File: config.mk
export PLATFORM = sky130hd
export DESIGN_NAME = led_pattern_gen
export DESIGN_NICKNAME = d
export VERILOG_FILES = /design/src/rtl/led_pkg.sv /design/src/rtl/led_pwm_ch.sv /design/src/rtl/led_pattern_gen.sv
export SDC_FILE = /design/constraint.sdc
export NUM_CORES = 1
export LEC_CHECK = 0
export BUFFER_PORTS_ARGS = -buffer_cell sky130_fd_sc_hd__buf_2
export CAP_MARGIN = 40
export CORE_ASPECT_RATIO = 1.4
export CORE_MARGIN = 2
export CORE_UTILIZATION = 60
export CTS_CLUSTER_SIZE = 28
export DETAILED_ROUTE_END_ITERATION = 6
export PLACE_DENSITY = 0.77
export SYNTH_ARGS = -nofsm -noshare
export SYNTH_HDL_FRONTEND = slang
export SYNTH_HIERARCHICAL = 1
export SYNTH_SLANG_ARGS = --single-unit
File: constraint.sdc
create_clock -name CLK -period 7.71 [get_ports CLK]
set_clock_uncertainty 0.1 [all_clocks]
set_input_delay 0.3855 -clock CLK [delete_from_list [all_inputs] [get_ports CLK]]
set_output_delay 0.3855 -clock CLK [all_outputs]
set_load 0.005 [all_outputs]
File: src/rtl/led_pkg.sv
// Shared constants and types for the multi-channel LED pattern generator.
// Mode encodings match the two-bit per-channel MODE field.
package led_pkg;

  localparam logic [1:0] MODE_OFF     = 2'b00;
  localparam logic [1:0] MODE_ON      = 2'b01;
  localparam logic [1:0] MODE_BLINK   = 2'b10;
  localparam logic [1:0] MODE_BREATHE = 2'b11;

  typedef enum logic {
    DIR_UP   = 1'b0,
    DIR_DOWN = 1'b1
  } dir_e;

  function automatic int cnt_w(input int n);
    return (n > 1) ? $clog2(n) : 1;
  endfunction

endpackage

File: src/rtl/led_pwm_ch.sv
// One LED channel: duty select, breathe scaling, PWM compare and
// registered, polarity-adjusted output.
module led_pwm_ch
  import led_pkg::*;
#(
  parameter int PWM_BITS = 8
) (
  input  logic                CLK,
  input  logic                RST_N,
  input  logic [1:0]          mode,
  input  logic [PWM_BITS-1:0] bright,
  input  logic                blink_ph,
  input  logic [PWM_BITS-1:0] ramp,
  input  logic [PWM_BITS-1:0] pwm_cnt,
  input  logic                inv,
  output logic                led
);

  localparam logic [PWM_BITS-1:0] MAX = '1;

  logic [2*PWM_BITS-1:0] prod;
  logic [PWM_BITS-1:0]   duty;
  logic                  lit;

  assign prod = {{PWM_BITS{1'b0}}, ramp}
              * {{PWM_BITS{1'b0}}, bright};

  always_comb begin
    duty = '0;
    unique case (1'b1)
      (mode == MODE_OFF):     duty = '0;
      (mode == MODE_ON):      duty = bright;
      (mode == MODE_BLINK):   duty = blink_ph ? bright : '0;
      (mode == MODE_BREATHE): duty = prod[2*PWM_BITS-1:PWM_BITS];
      default:                duty = '0;
    endcase
  end

  // Full duty must stay lit through the pwm_cnt == MAX slot.
  assign lit = (duty == MAX) || (pwm_cnt < duty);

  always_ff @(posedge CLK) begin
    if (!RST_N) led <= inv;
    else        led <= lit ^ inv;
  end

endmodule

File: src/rtl/led_pattern_gen.sv
// Multi-channel LED driver: shared prescaler, blink and breathe
// timebases and PWM counter feeding one led_pwm_ch per channel.
module led_pattern_gen
  import led_pkg::*;
#(
  parameter int                NUM_CH      = 5,
  parameter int                CLK_HZ      = 12000000,
  parameter int                TICK_HZ     = 1000,
  parameter int                BLINK_TICKS = 500,
  parameter int                PWM_BITS    = 8,
  parameter logic [NUM_CH-1:0] ACTIVE_LOW  = '0
) (
  input  logic                  CLK,
  input  logic                  RST_N,
  input  logic [2*NUM_CH-1:0]   MODE,
  input  logic [PWM_BITS-1:0]   BRIGHT,
  output logic [NUM_CH-1:0]     LED,
  output logic                  TICK
);

  localparam int DIV = CLK_HZ / TICK_HZ;
  localparam int PW  = cnt_w(DIV);
  localparam int BW  = cnt_w(BLINK_TICKS);

  localparam logic [PW-1:0]       PRESC_LAST = PW'(DIV - 1);
  localparam logic [BW-1:0]       BLINK_LAST = BW'(BLINK_TICKS - 1);
  localparam logic [PWM_BITS-1:0] MAX        = '1;
  localparam logic [PWM_BITS-1:0] ONE        = PWM_BITS'(1);

  logic [PW-1:0]       presc;
  logic [BW-1:0]       blink_cnt;
  logic                blink_ph;
  logic [PWM_BITS-1:0] ramp, ramp_d;
  logic [PWM_BITS-1:0] pwm_cnt;
  dir_e                dir, dir_d;

  assign TICK = (presc == PRESC_LAST);

  always_ff @(posedge CLK) begin
    if (!RST_N) begin
      presc     <= '0;
      blink_cnt <= '0;
      blink_ph  <= 1'b0;
      pwm_cnt   <= '0;
    end else begin
      presc   <= TICK ? '0 : presc + 1'b1;
      pwm_cnt <= pwm_cnt + 1'b1;
      if (TICK) begin
        if (blink_cnt == BLINK_LAST) begin
          blink_cnt <= '0;
          blink_ph  <= ~blink_ph;
        end else begin
          blink_cnt <= blink_cnt + 1'b1;
        end
      end
    end
  end

  // Triangle ramp: turn around at the ends without dwelling.
  always_comb begin
    ramp_d = ramp;
    dir_d  = dir;
    if (TICK) begin
      unique case (dir)
        DIR_UP: begin
          if (ramp == MAX) begin
            dir_d  = DIR_DOWN;
            ramp_d = MAX - ONE;
          end else begin
            ramp_d = ramp + ONE;
          end
        end
        DIR_DOWN: begin
          if (ramp == '0) begin
            dir_d  = DIR_UP;
            ramp_d = ONE;
          end else begin
            ramp_d = ramp - ONE;
          end
        end
        default: begin
          dir_d  = DIR_UP;
          ramp_d = '0;
        end
      endcase
    end
  end

  always_ff @(posedge CLK) begin
    if (!RST_N) begin
      ramp <= '0;
      dir  <= DIR_UP;
    end else begin
      ramp <= ramp_d;
      dir  <= dir_d;
    end
  end

  for (genvar i = 0; i < NUM_CH; i++) begin : g_ch
    led_pwm_ch #(
      .PWM_BITS (PWM_BITS)
    ) u_ch (
      .CLK      (CLK),
      .RST_N    (RST_N),
      .mode     (MODE[2*i+1:2*i]),
      .bright   (BRIGHT),
      .blink_ph (blink_ph),
      .ramp     (ramp),
      .pwm_cnt  (pwm_cnt),
      .inv      (ACTIVE_LOW[i]),
      .led      (LED[i])
    );
  end

endmodule

==> results of run 1 <==
## worst max-delay path, stage by stage, from the launching register on
cell	delay (ps)
sky130_fd_sc_hd__dfxtp_1	990
sky130_fd_sc_hd__buf_4	400
sky130_fd_sc_hd__nand2_1	110
sky130_fd_sc_hd__fa_1	480
sky130_fd_sc_hd__fa_1	520
sky130_fd_sc_hd__fa_1	520
sky130_fd_sc_hd__fa_1	540
sky130_fd_sc_hd__inv_1	40
sky130_fd_sc_hd__ha_1	340
sky130_fd_sc_hd__a21oi_1	160
sky130_fd_sc_hd__o211a_1	210
sky130_fd_sc_hd__a21oi_2	100
sky130_fd_sc_hd__o31a_1	310
sky130_fd_sc_hd__or3_1	320
sky130_fd_sc_hd__a32oi_1	310
sky130_fd_sc_hd__ha_1	310
sky130_fd_sc_hd__a21oi_1	130
sky130_fd_sc_hd__nor2b_1	60
sky130_fd_sc_hd__o21ai_0	180
sky130_fd_sc_hd__nand4b_1	120
sky130_fd_sc_hd__a41o_1	260
sky130_fd_sc_hd__o41ai_2	60
sky130_fd_sc_hd__xor2_1	170
## metal layers
metal,routed length [µm],global-route usage [%],vias up,part of all wire (%)
li1,-,-,5502,-
met1,13500,35.57,5741,39
met2,17150,53.54,390,50
met3,1969,2.509,97,5.7
met4,1894,15.57,0,5.5
met5,0,0,-,0
## per-stage QoR
step	setup WS (ps)	power, mW	hold WS [ps]	cell area (µm²)
after floorplan	1457	0.3250	326.1	13810
after global routing	652.6	0.6546	398.3	14410
final	908.6	0.6333	367.5	14410
after global placement	1179	0.3830	343.4	14240
after CTS	997.9	0.6322	378.0	14410
after detailed placement	1011	0.3859	360.1	14260
## state kept, by name, summed over array words and instances, names as in the netlist
register       count
presc             14
blink_cnt          9
pwm_cnt            8
ramp               8
g_ch.u_ch/led      5
blink_ph           1
dir                1
## power groups by stage
stage	Combinational [mW]	Clock, mW	Sequential [mW]
floorplan	0.0695	0	0.255
global placement	0.122	0	0.261
detailed placement	0.125	0	0.261
CTS	0.126	0.251	0.256
global route	0.139	0.259	0.257
finish	0.127	0.250	0.256
## cell usage in the layout (no fill, tap or decap), types with 6 or more instances in the layout
master / count
sky130_fd_sc_hd__buf_2: 25
sky130_fd_sc_hd__a221oi_1: 6
sky130_fd_sc_hd__nand3b_1: 9
sky130_fd_sc_hd__a211oi_1: 8
sky130_fd_sc_hd__nor2_1: 45
sky130_fd_sc_hd__and2_2: 25
sky130_fd_sc_hd__dfxtp_1: 46
sky130_fd_sc_hd__and3_1: 11
sky130_fd_sc_hd__nor4_1: 9
sky130_fd_sc_hd__a21oi_1: 47
sky130_fd_sc_hd__o21a_1: 13
sky130_fd_sc_hd__a32oi_1: 6
sky130_fd_sc_hd__xor2_1: 21
sky130_fd_sc_hd__fa_1: 175
sky130_fd_sc_hd__o211ai_1: 6
sky130_fd_sc_hd__a31oi_1: 12
sky130_fd_sc_hd__conb_1: 6
sky130_fd_sc_hd__nor3_1: 14
sky130_fd_sc_hd__a21o_1: 15
sky130_fd_sc_hd__buf_4: 16
sky130_fd_sc_hd__and4_1: 9
sky130_fd_sc_hd__o31ai_1: 12
sky130_fd_sc_hd__nor2b_1: 16
sky130_fd_sc_hd__nand2b_1: 8
sky130_fd_sc_hd__or3_1: 13
sky130_fd_sc_hd__or4_1: 7
sky130_fd_sc_hd__nand4b_1: 9
sky130_fd_sc_hd__nand3_1: 43
sky130_fd_sc_hd__nand2_1: 174
sky130_fd_sc_hd__nand4_1: 17
sky130_fd_sc_hd__o21ai_0: 45
sky130_fd_sc_hd__and2_1: 179
sky130_fd_sc_hd__xnor2_1: 16
sky130_fd_sc_hd__ha_1: 206
sky130_fd_sc_hd__inv_1: 239
## kinds of logic (layout without fill, tap and decap cells)
kind of cell,count (synthesis),in the layout,synth area share (%)
AND/OR/NAND/NOR,616,616,24.98
adder cells (fa/ha/maj),381,381,44.08
buffers and inverters,277,289,7.909
AO/OA/AOI/OAI,255,255,13.69
flip-flops,46,46,6.675
XOR/XNOR,37,37,2.349
multiplexers,4,4,0.2993
other,1,6,0.02718
## worst min-delay path by stage
stage,start,to,slack [ps],cells past startpoint
2_1_floorplan,presc[0],presc[0],330,1
3_3_place_gp,presc[0],presc[0],340,1
3_5_place_dp,presc[0],presc[0],360,1
4_1_cts,presc[0],presc[0],380,1
5_1_grt,presc[0],presc[0],400,1
6_report,presc[0],presc[0],370,1
## area by class of cell
| type | instances | area (µm²) | share of cell area, % |
|---|---|---|---|
| clock buffer | 5 | 125.1 | 0.8684 |
| clock inverter | 3 | 26.28 | 0.1824 |
| inverter | 239 | 897.1 | 6.226 |
| multi-input combinational | 1299 | 11800 | 81.91 |
| sequential | 46 | 920.9 | 6.391 |
| tap | 301 | 376.6 | 2.614 |
| timing repair buffer | 42 | 260.3 | 1.806 |
==> metrics, run 1 <==
result of the run=finished clean; leak pwr=roughly 7.1 nW; fraction of synthesized cell area taken by the top area cell type=between 20% and 30%; number of fill cells in the layout=around 2000; synthesized instance count=~1600; largest net degree at the start of global routing=48; number of clock buffers inserted by TritonCTS=5; sw frac=approximately a third; antenna violations before repair=0; max cap viols=0; RSZ-0062 raised after global routing=false; crit path launch type=register; worst hold path type=reg2reg; number of nets with antenna violations after detailed routing=0; switching power=~0.22 mW; data arrival time of the worst path=6940 ps; count of unique library cells instantiated by Yosys=~100; Final Core Density=63.96%; Worst slew margin=approximately 33%; initial cell density of the core=roughly three fifths; predominant post-synthesis flop cell=sky130_fd_sc_hd__dfxtp_1; Setup Total Neg Slack=0 ps; wire length reported by the detailed router=between 30000 and 40000 µm; total of endpoints with negative setup slack in the final report=0; end point of the critical path=g_ch[1].u_ch/led; NumNets Final=about 2000; crit path time final=between 6000 and 7000 ps; post-synthesis area per instance=around 8.5 µm²; Fmax=0.1470 GHz; Int Pwr=just over 0.4 mW; async set or reset register ratio after synthesis=0%; most frequent cell after synthesis=sky130_fd_sc_hd__inv_1; count of cells along the worst register-to-register path=22; critical path class=reg2reg; power density over cell area=43.96 nW/µm²; post-cts gate resize count=0; overall routing resource usage=just under 30%; final hold violation count=0; core footprint=around 23000 µm²; buffers inserted by post-CTS timing repair=0; Core Rows=65; remaining global-route overflow=0; terminus of the critical flop-to-flop path=g_ch[1].u_ch/led; number of enable-type register cells in the synthesized netlist=0; Post-Place Cells=1927; die footprint=~24000 µm²; crit path launch=ramp[3]; number of vias per cell=roughly 6.1; drt first pass iters=5; diode count=0; setup slack on the worst flop-to-flop path=~910 ps; Tcrit/Tclk final=between 80% and 90%; maximum level of the CTS H-tree=2; number of global-route vias before repair=~12000; clock slew at the register clock pins of the worst setup and hold paths=about 80 ps; number of buffer cells added on primary ports=25; Finished Layout Cells=1935; critical register-to-register path startpoint=ramp[3]; combinational group share of total power=around a fifth; yosys synthesis warning count=6; Vias=between 10000 and 15000; cell taking the most area after synthesis=sky130_fd_sc_hd__fa_1; width of the die=around 130 µm; TritonCTS clock tree=built; Avg WL per Cell=approximately 18 µm; Clock power frac=39.5%; Sinks on Clock Net=46; flip-flop and latch count after synthesis=46; most common library cells after synthesis=239 x sky130_fd_sc_hd__inv_1, 206 x sky130_fd_sc_hd__ha_1, 179 x sky130_fd_sc_hd__and2_1, 175 x sky130_fd_sc_hd__fa_1, 174 x sky130_fd_sc_hd__nand2_1; final-report max-slew violation count=0; ports placed on the boundary=26; maximum root-to-sink buffer count=2; fraction of final layout cells with drive strength greater than 1=7.283%; WP data required=slightly below 8000 ps; slew at the pin with the worst max-slew slack=between 1000 and 1500 ps; RD Place Congestion=approximately 0.86; clock tree root buffer cell=sky130_fd_sc_hd__clkbuf_16; Die Span Y=183.4 µm; Iteration-0 DRC Markers=between 700 and 800; VDD IR max=approximately 0.00011 V; Post-Synthesis Cell Area=between 10000 and 15000 µm²; post-DP HPWL=~25000 µm; dominant cells by area after synthesis=sky130_fd_sc_hd__fa_1 25%, sky130_fd_sc_hd__ha_1 19%, sky130_fd_sc_hd__and2_1 8.1%; fraction of power consumed by sequential logic=40.4%; Seq/Total Area, Yosys=around 6.7%; insertion delay to the later sink of the worst-skew pair=slightly above 300 ps; largest fanout on the critical path=27; element type at the critical path end=register; global-route wire length before repair=approximately 59000 µm; relative area change from synthesis to final layout=4.444%; hold buffer count at CTS=0; post-detailed-route DRC marker count=0
Power figures use the tool's default switching activity.
==> inputs of run 2 (changes only) <==
--- a/config.mk
+++ b/config.mk
@@ -13,6 +13,7 @@
 export CTS_CLUSTER_SIZE = 28
 export DETAILED_ROUTE_END_ITERATION = 6
 export PLACE_DENSITY = 0.77
+export REMOVE_ABC_BUFFERS = 1
 export SYNTH_ARGS = -nofsm -noshare
 export SYNTH_HDL_FRONTEND = slang
 export SYNTH_HIERARCHICAL = 1
==> constraint.sdc (replaced) <==
create_clock -name CLK -period 7.71 [get_ports CLK]
set_clock_uncertainty 0.1 [all_clocks]
set_input_delay 0.3855 -clock CLK [delete_from_list [all_inputs] [get_ports CLK]]
set_output_delay 0.3855 -clock CLK [all_outputs]
set_load 0.01 [all_outputs]
==> metrics, run 2 (synthesis gave the netlist of run 1 again) <==
critical path class=reg2reg; ports placed on the boundary=26; flip-flop count of the largest register after layout=14; GRT Max-Usage Layer=met2; Post-Place Cells=between 1500 and 2000; width of the die=132.2 µm; total power=0.6131 mW; insertion delay to the later sink of the worst-skew pair=between 200 and 300 ps; overall routing resource usage=about 29%; Crit path max-delay family=adder cells; global-route wire length before repair=approximately 58000 µm; WP data required=7850 ps; Setup Total Neg Slack=0 ps; met3 track demand over resource in global routing=under 10%; crit path time final=around 6600 ps; clock tree root buffer cell=sky130_fd_sc_hd__clkbuf_16; relative area change from synthesis to final layout=4.852%; antenna violations before repair=0; largest fanout on the critical path=16; number of nets with antenna violations after detailed routing=0; final-report max-slew violation count=0; largest net degree at the start of global routing=48; core footprint=about 23000 µm²; Final Hold Slack=between 300 and 400 ps; initial cell density of the core=about 60%; max cap viols=0; post-layout instance area=between 10000 and 15000 µm²; count of cells along the worst register-to-register path=21; result of the run=finished clean; remaining global-route overflow=0; worst hold path type=reg2reg; drt first pass iters=5; Tcrit/Tclk final=between 80% and 90%; number of stages on the worst setup path=21; slew at the pin with the worst max-slew slack=751.8 ps; number of cells on the worst hold path=1; least setup slack across all paths after layout=between 1000 and 1500 ps; Core Rows=65; TritonCTS clock tree=built; crit path launch type=register; Critical Path Most Common Cell=sky130_fd_sc_hd__fa_1; final hold violation count=0; maximum root-to-sink buffer count=2; DP Area=between 10000 and 15000 µm²; post-cts gate resize count=0; number of global-route vias before repair=around 12000; total of endpoints with negative setup slack in the final report=0; Biggest register=presc; Sinks on Clock Net=between 40 and 50; element type at the critical path end=register; leak pwr=7.095 nW; Iteration-0 DRC Markers=700; GRT met1 Usage=roughly a third; Avg WL per Cell=between 15 and 20 µm; commonest cells after routing, fill and taps aside=239 x sky130_fd_sc_hd__inv_1, 206 x sky130_fd_sc_hd__ha_1, 179 x sky130_fd_sc_hd__and2_1; biggest regs=presc x14, blink_cnt x9; maximum level of the CTS H-tree=2; Vias=11763; number of buffer cells added on primary ports=25; number of clock buffers inserted by TritonCTS=5; fraction of final layout cells with drive strength greater than 1=~7.6%; cell breakdown of the critical path=buf_4 > and2_1 > fa_1 > inv_1 > fa_1 > inv_1 > fa_1 > fa_1 > ha_1 > a211o_1 > a32o_1 > a221o_1 > or3_1 > a31oi_1 > o21bai_1 > ha_1 > a21o_1 > a21o_1 > a21oi_1 > nor4bb_1 > a311o_1; buffers inserted by post-CTS timing repair=0; Post-Place Worst Slack=around 1100 ps; power density over cell area=roughly 42 nW/µm²; Die Span Y=approximately 180 µm; NumNets Final=2040; Finished Layout Cells=1942; number of vias per cell=around 6.1; Final Core Density=64.21%; RD Place Congestion=0.8925; RSZ-0062 raised after global routing=false; data arrival time of the worst path=~6800 ps; hold buffer count at CTS=0; wire length reported by the detailed router=between 30000 and 40000 µm; met2 usage in global routing=roughly 55%; post-DP HPWL=25020 µm; most common library cell in the layout ignoring fill and taps=sky130_fd_sc_hd__inv_1; Fmax=between 0.15 and 0.2 GHz; post-detailed-route DRC marker count=0; library cell contributing the largest single delay on the critical path=sky130_fd_sc_hd__dfxtp_1; Worst slew margin=49.81%; delay of the slowest cell on the worst path=around 740 ps; buffers and inverters on the worst path=3; clock slew at the register clock pins of the worst setup and hold paths=approximately 70 ps; die footprint=approximately 24000 µm²; VDD IR max=between 0.00008 and 0.00009 V
==> run 2: cell types whose count changed in the layout (fill, tap and decap cells not counted) <==
cell,change
sky130_fd_sc_hd__inv_6,-3
sky130_fd_sc_hd__clkinv_4,+1
sky130_fd_sc_hd__diode_2,+1
sky130_fd_sc_hd__buf_12,+2
sky130_fd_sc_hd__clkinv_2,+1
sky130_fd_sc_hd__buf_8,-1
sky130_fd_sc_hd__buf_4,+5
sky130_fd_sc_hd__clkbuf_1,+1
==> run 2: report_power, final <==
part           total, mW  switching [mW]  leakage (nW)  internal [mW]
clock network      0.224           0.103        0.0708          0.121
registers          0.256          0.0108         0.374          0.245
logic              0.134          0.0898          6.65         0.0437
total              0.613           0.204          7.09          0.409
==> run 2: routing by layer <==
metal	vias up	share of wire, %
met5	-	0
li1	5513	-
met3	120	5.5
met2	357	52
met1	5773	38
met4	0	4.7
==> run 2: path summary, 6_finish.rpt <==
kind            start               end  slack (ps)
min          presc[0]          presc[0]         370
min reg2reg  presc[0]          presc[0]         370
max reg2reg   ramp[4]  g_ch[0].u_ch/led        1100
max           ramp[4]  g_ch[0].u_ch/led        1100
==> run 2: final cells by class <==
type | instances | area, µm²
multi-input combinational | 1299 | 11800
fill | 1943 | 8063
sequential | 46 | 920.9
inverter | 239 | 897.1
tap | 301 | 376.6
timing repair buffer | 48 | 322.8
clock buffer | 6 | 128.9
clock inverter | 2 | 13.76
antenna | 1 | 2.502
==> run 2: worst register-to-register path, stage by stage, from the launching register on <==
cell	delay [ps]
sky130_fd_sc_hd__dfxtp_1	740
sky130_fd_sc_hd__buf_4	300
sky130_fd_sc_hd__and2_1	160
sky130_fd_sc_hd__fa_1	430
sky130_fd_sc_hd__inv_1	80
sky130_fd_sc_hd__fa_1	400
sky130_fd_sc_hd__inv_1	100
sky130_fd_sc_hd__fa_1	430
sky130_fd_sc_hd__fa_1	500
sky130_fd_sc_hd__ha_1	360
sky130_fd_sc_hd__a211o_1	330
sky130_fd_sc_hd__a32o_1	250
sky130_fd_sc_hd__a221o_1	390
sky130_fd_sc_hd__or3_1	330
sky130_fd_sc_hd__a31oi_1	280
sky130_fd_sc_hd__o21bai_1	160
sky130_fd_sc_hd__ha_1	260
sky130_fd_sc_hd__a21o_1	160
sky130_fd_sc_hd__a21o_1	160
sky130_fd_sc_hd__a21oi_1	180
sky130_fd_sc_hd__nor4bb_1	300
sky130_fd_sc_hd__a311o_1	150
